## src/rtl/div_sched.sv

```systemverilog
// Round-robin front end for the pipelined signed divider: issues one operation per
// cycle and returns each result to its owner by means of a tag line that mirrors the pipeline depth.
module div_sched #(
  parameter int Latency = 18,
  parameter int AnchoDd = 31,
  parameter int AnchoDv = 15
) (
  input  logic               clk,
  input  logic               reset,
  input  logic               req0In,
  input  logic               req1In,
  input  logic [AnchoDd:0]   dividend0In,
  input  logic [AnchoDd:0]   dividend1In,
  input  logic [AnchoDv:0]   divisor0In,
  input  logic [AnchoDv:0]   divisor1In,
  output logic               ack0Out,
  output logic               ack1Out,
  output logic               goOut,
  output logic [AnchoDd:0]   dividendOut,
  output logic [AnchoDv:0]   divisorOut,
  input  logic               pipeGoIn,
  input  logic [AnchoDv:0]   pipeQuotientIn,
  input  logic [AnchoDv:0]   pipeRemainderIn,
  input  logic               pipeDivisorNoCeroIn,
  output logic               done0Out,
  output logic               done1Out,
  output logic [AnchoDv:0]   quotientOut,
  output logic [AnchoDv:0]   remainderOut,
  output logic               divZeroOut,
  output logic [4:0]         inFlightOut,
  output logic               seqErrOut
);

  logic               rrPtr_q, rrPtr_d;
  logic               go_q, go_d;
  logic               goId_q, goId_d;
  logic [AnchoDd:0]   dividend_q, dividend_d;
  logic [AnchoDv:0]   divisor_q, divisor_d;
  logic [Latency-1:0] tagValid_q, tagValid_d;
  logic [Latency-1:0] tagId_q, tagId_d;
  logic               done0_q, done0_d;
  logic               done1_q, done1_d;
  logic [AnchoDv:0]   quotient_q, quotient_d;
  logic [AnchoDv:0]   remainder_q, remainder_d;
  logic               divZero_q, divZero_d;
  logic [4:0]         inFlight_q, inFlight_d;
  logic               seqErr_q, seqErr_d;

  logic grant0, grant1, issue, tailValid, tailId, retire;

  // rrPtr_q high means client 1 wins a tie; a lone requester always wins.
  assign grant0    = req0In & (~req1In | ~rrPtr_q);
  assign grant1    = req1In & ~grant0;
  assign issue     = grant0 | grant1;
  assign tailValid = tagValid_q[Latency-1];
  assign tailId    = tagId_q[Latency-1];
  assign retire    = pipeGoIn & tailValid;

  always_comb begin
    rrPtr_d     = issue ? grant0 : rrPtr_q;
    go_d        = issue;
    goId_d      = issue ? grant1 : goId_q;
    dividend_d  = grant0 ? dividend0In : (grant1 ? dividend1In : dividend_q);
    divisor_d   = grant0 ? divisor0In  : (grant1 ? divisor1In  : divisor_q);
    // The tag enters alongside goOut, so the tail lines up with pipeGoIn.
    tagValid_d  = {tagValid_q[Latency-2:0], go_q};
    tagId_d     = {tagId_q[Latency-2:0], goId_q};
    done0_d     = retire & ~tailId;
    done1_d     = retire & tailId;
    quotient_d  = retire ? pipeQuotientIn  : quotient_q;
    remainder_d = retire ? pipeRemainderIn : remainder_q;
    divZero_d   = retire & ~pipeDivisorNoCeroIn;
    inFlight_d  = inFlight_q + {4'b0, go_q} - {4'b0, tailValid};
    seqErr_d    = seqErr_q | (pipeGoIn ^ tailValid);
  end

  always_ff @(posedge clk or posedge reset) begin
    if (reset) begin
      rrPtr_q     <= 1'b0;
      go_q        <= 1'b0;
      goId_q      <= 1'b0;
      dividend_q  <= '0;
      divisor_q   <= '0;
      tagValid_q  <= '0;
      tagId_q     <= '0;
      done0_q     <= 1'b0;
      done1_q     <= 1'b0;
      quotient_q  <= '0;
      remainder_q <= '0;
      divZero_q   <= 1'b0;
      inFlight_q  <= '0;
      seqErr_q    <= 1'b0;
    end else begin
      rrPtr_q     <= rrPtr_d;
      go_q        <= go_d;
      goId_q      <= goId_d;
      dividend_q  <= dividend_d;
      divisor_q   <= divisor_d;
      tagValid_q  <= tagValid_d;
      tagId_q     <= tagId_d;
      done0_q     <= done0_d;
      done1_q     <= done1_d;
      quotient_q  <= quotient_d;
      remainder_q <= remainder_d;
      divZero_q   <= divZero_d;
      inFlight_q  <= inFlight_d;
      seqErr_q    <= seqErr_d;
    end
  end

  assign ack0Out      = grant0;
  assign ack1Out      = grant1;
  assign goOut        = go_q;
  assign dividendOut  = dividend_q;
  assign divisorOut   = divisor_q;
  assign done0Out     = done0_q;
  assign done1Out     = done1_q;
  assign quotientOut  = quotient_q;
  assign remainderOut = remainder_q;
  assign divZeroOut   = divZero_q;
  assign inFlightOut  = inFlight_q;
  assign seqErrOut    = seqErr_q;

endmodule

```

## config.mk

```make
export PLATFORM = sky130hd
export DESIGN_NAME = div_sched
export DESIGN_NICKNAME = d
export VERILOG_FILES = /design/src/rtl/div_sched.sv
export SDC_FILE = /design/constraint.sdc
export NUM_CORES = 1
export LEC_CHECK = 0
export BUFFER_PORTS_ARGS = -buffer_cell sky130_fd_sc_hd__buf_2
export CAP_MARGIN = 20
export CORE_AREA = 2 2 106 108
export DETAILED_ROUTE_END_ITERATION = 10
export DIE_AREA = 0 0 108 110
export GPL_TIMING_DRIVEN = 0
export HOLD_SLACK_MARGIN = 0.12
export PLACE_DENSITY = 0.84
export SLEW_MARGIN = 20
export SYNTH_ARGS = -nofsm -noshare
export SYNTH_HDL_FRONTEND = slang
export SYNTH_SLANG_ARGS = --single-unit
export TNS_END_PERCENT = 1
```

## constraint.sdc

```tcl
create_clock -name clk -period 5.55 [get_ports clk]
set_clock_uncertainty 0.2 [all_clocks]
set_input_delay 1.11 -clock clk [delete_from_list [all_inputs] [get_ports clk]]
set_output_delay 1.11 -clock clk [all_outputs]
set_load 0.005 [all_outputs]
```

==> impl_metrics.yaml <==
place:
  dp_hpwl_mm: 8.46
  globalplace.congestion: 0.798
  io_buffers: 224
clock_network:
  path_clk_slew_ps: 60
  numCtsBuffers: 17
  cts_max_level: 4
  cts_tree: "yes"
  clockBufferDepth: 2
  post_cts_resized: 0
  worstSkewPairLatency_ps: 520
  cts_setup_buffers: 0
  cts_root_buffer: "clkbuf_8"
  numClockSinks: 128
  cts_hold_buf: 0
floorplanning:
  die_h_um: 110
  core-area_um2: 10700
  io-pin-count: 226
  start_util_pct: 45.4
  row_count: 38
  die_x_um: 108
  die-area_um2: 11900
sta:
  drv_slew: 0
  clock.fmax_ghz: 0.300
  rsz0062_at_grt: "false"
  maxSlewHeadroom_pct: 72.3
  period_minus_slack_ps: 3330
  tightest_slew_ps: 416
  tns_ps: 0
  setup_violations: 0
  period_share_pct: 60.0
  hold_viol: 0
run_status:
  status: "complete, no violations"
yosys:
  yosys_most_used_dff: "dfrtp_1"
  yosysMostFrequentCell: "dfrtp_1"
  synthCells: 361
  synth_edf_count: 0
  synth_seq_area_share_pct: 66.0
  synth_cell_types: 23
  ys_top_cells_by_count: "dfrtp_1, mux2i_1, nand2_1, o21ai_0, mux2_2"
  synth-seq-cells: 128
  postSynthNetCount: 502
  synthTopCellsByArea: "dfrtp_1, mux2i_1, mux2_2"
  ys_async_sr_fraction_pct: 100
  synth_area_per_cell_um2: 13.4
  synth_area_um2: 4850
  yosys.area.top_type: "dfrtp_1"
  yosys_warnings: 0
  synth_top_area_share_pct: 66.0
finish:
  layout-drive-gt1-share_pct: 50.5
  fin_util_pct: 62.9
  final_nets: 746
  antenna_cells: 0
  area_delta_synth_final_pct: 38.7
route:
  viasPerCell: 4.78
  wire_per_inst_um: 15.2
  wl_mm: 11.5
  dr_total_vias: 3622
  drt_iter0_drc: 198
  drtAntennaViolNets: 0
  drt_first_pass_iters: 4
  drc: 0
worst_setup_path:
  worst_ep_required_time_ps: 4240
  cp-end-kind: "output port"
  crit_type: "in2out"
  crit_path_start_kind: "input port"
  worst_ep_arrival_time_ps: 2020
  worstPathMaxFanout: 10
min_path:
  hold_class: "reg2reg"
run:
  cap_violations: 0
power_and_ir_drop:
  leakage_nw: 3.47
  peakVddDrop_uv: 187
  power_w: 0.00260
  power.density_nw_per_um2: 386
global_route:
  first_global_vias: 3527
  grt-ovfl-total: 0
  grt_max_degree: 90
  grt_pass1_wl_mm: 17.1
  track_usage_pct: 19.4
  antenna_found_initial: 0
-- area by class of cell --
| type | count | area (um2) |
|---|---|---|
| timing repair buffer | 225 | 1150 |
| tap | 140 | 175 |
| fill | 832 | 3970 |
| clock inverter | 14 | 133 |
| sequential | 128 | 3200 |
| buffer | 20 | 116 |
| inverter | 10 | 42.5 |
| multi-input combinational | 203 | 1500 |
| clock buffer | 18 | 418 |
-- layout by cell type, fill, tap and decap left out, types with 2 or more instances in the layout --
| master | count |
|---|---|
| a21oi_1 | 2 |
| buf_2 | 235 |
| buf_4 | 2 |
| clkbuf_16 | 16 |
| clkbuf_2 | 4 |
| clkbuf_4 | 2 |
| clkinv_2 | 3 |
| clkinv_4 | 4 |
| clkinvlp_4 | 2 |
| dfrtp_1 | 128 |
| ha_1 | 6 |
| inv_1 | 9 |
| inv_6 | 4 |
| mux2_2 | 32 |
| mux2i_1 | 49 |
| nand2_1 | 48 |
| nor2_1 | 4 |
| nor2b_1 | 3 |
| o21ai_0 | 48 |
| or2_2 | 2 |
| xnor2_1 | 3 |
-- final timing paths --
check                                       endpoint  cells past startpoint  slack, ps                      from
setup / recovery                             ack1Out                      5       2220                    req1In
hold / removal                 tagId_q[14]$_DFF_PP0_                      0        150     tagId_q[13]$_DFF_PP0_
setup reg to reg            inFlightOut[4]$_DFF_PP0_                      8       3490  tagValid_q[17]$_DFF_PP0_
hold reg to reg                tagId_q[14]$_DFF_PP0_                      0        150     tagId_q[13]$_DFF_PP0_
max in group asynchronous    tagValid_q[2]$_DFF_PP0_                      3       4030                     reset
min in group asynchronous  divisorOut[4]$_DFFE_PP0P_                      2        390                     reset
-- per-layer routing --
layer | vias up | GRT usage (%) | share of wire, %
met2 | 194 | 31.9 | 48
li1 | 1709 | - | -
met4 | 0 | 10.8 | 3.1
met1 | 1686 | 22.9 | 40
met5 | - | 0 | 0
met3 | 33 | 5.76 | 8.4
-- logic make-up after synthesis --
family | Yosys count | synth area share (%)
compound gates | 52 | 5.70
mux | 81 | 17.5
flops | 128 | 66.0
simple gates | 59 | 4.92
xor+xnor | 4 | 0.722
buf+inv | 30 | 3.17
fa+ha+maj | 7 | 1.96
-- sequential cells by signal, indices dropped and copies added, names as in the netlist --
register,cells
tagId_q,18
goId_q,1
divZeroOut,1
goOut,1
dividendOut,32
seqErrOut,1
done0Out,1
divisorOut,16
inFlightOut,5
remainderOut,16
quotientOut,16
tagValid_q,18
rrPtr_q,1
done1Out,1
-- where the power goes --
group / leakage (nW) / switching, W / internal [W]
registers: 1.49 / 0.0000645 / 0.00106
clock network: 0.268 / 0.000422 / 0.000600
logic: 1.71 / 0.000217 / 0.000242
total: 3.47 / 0.000703 / 0.00190
-- worst max-delay path, cell delays in order --
cell and delay, ps:
buf_4 170, a21boi_4 300, buf_4 250, nor2b_1 60
buf_2 120
-- metrics by stage --
| stage | worst slack (ps) | std cells | cell area, um2 | hold WS (ps) |
|---|---|---|---|---|
| after CTS | 2190 | 758 | 6730 | 150 |
| after global placement | -257 | 725 | 6150 | 137 |
| final | 2220 | 758 | 6730 | 147 |
| after detailed placement | 2190 | 726 | 6180 | 135 |
| after floorplan | 827 | 361 | 4850 | 131 |
| after global routing | 2140 | 758 | 6730 | 155 |
Note: power is estimated with default switching activity, not from simulation.
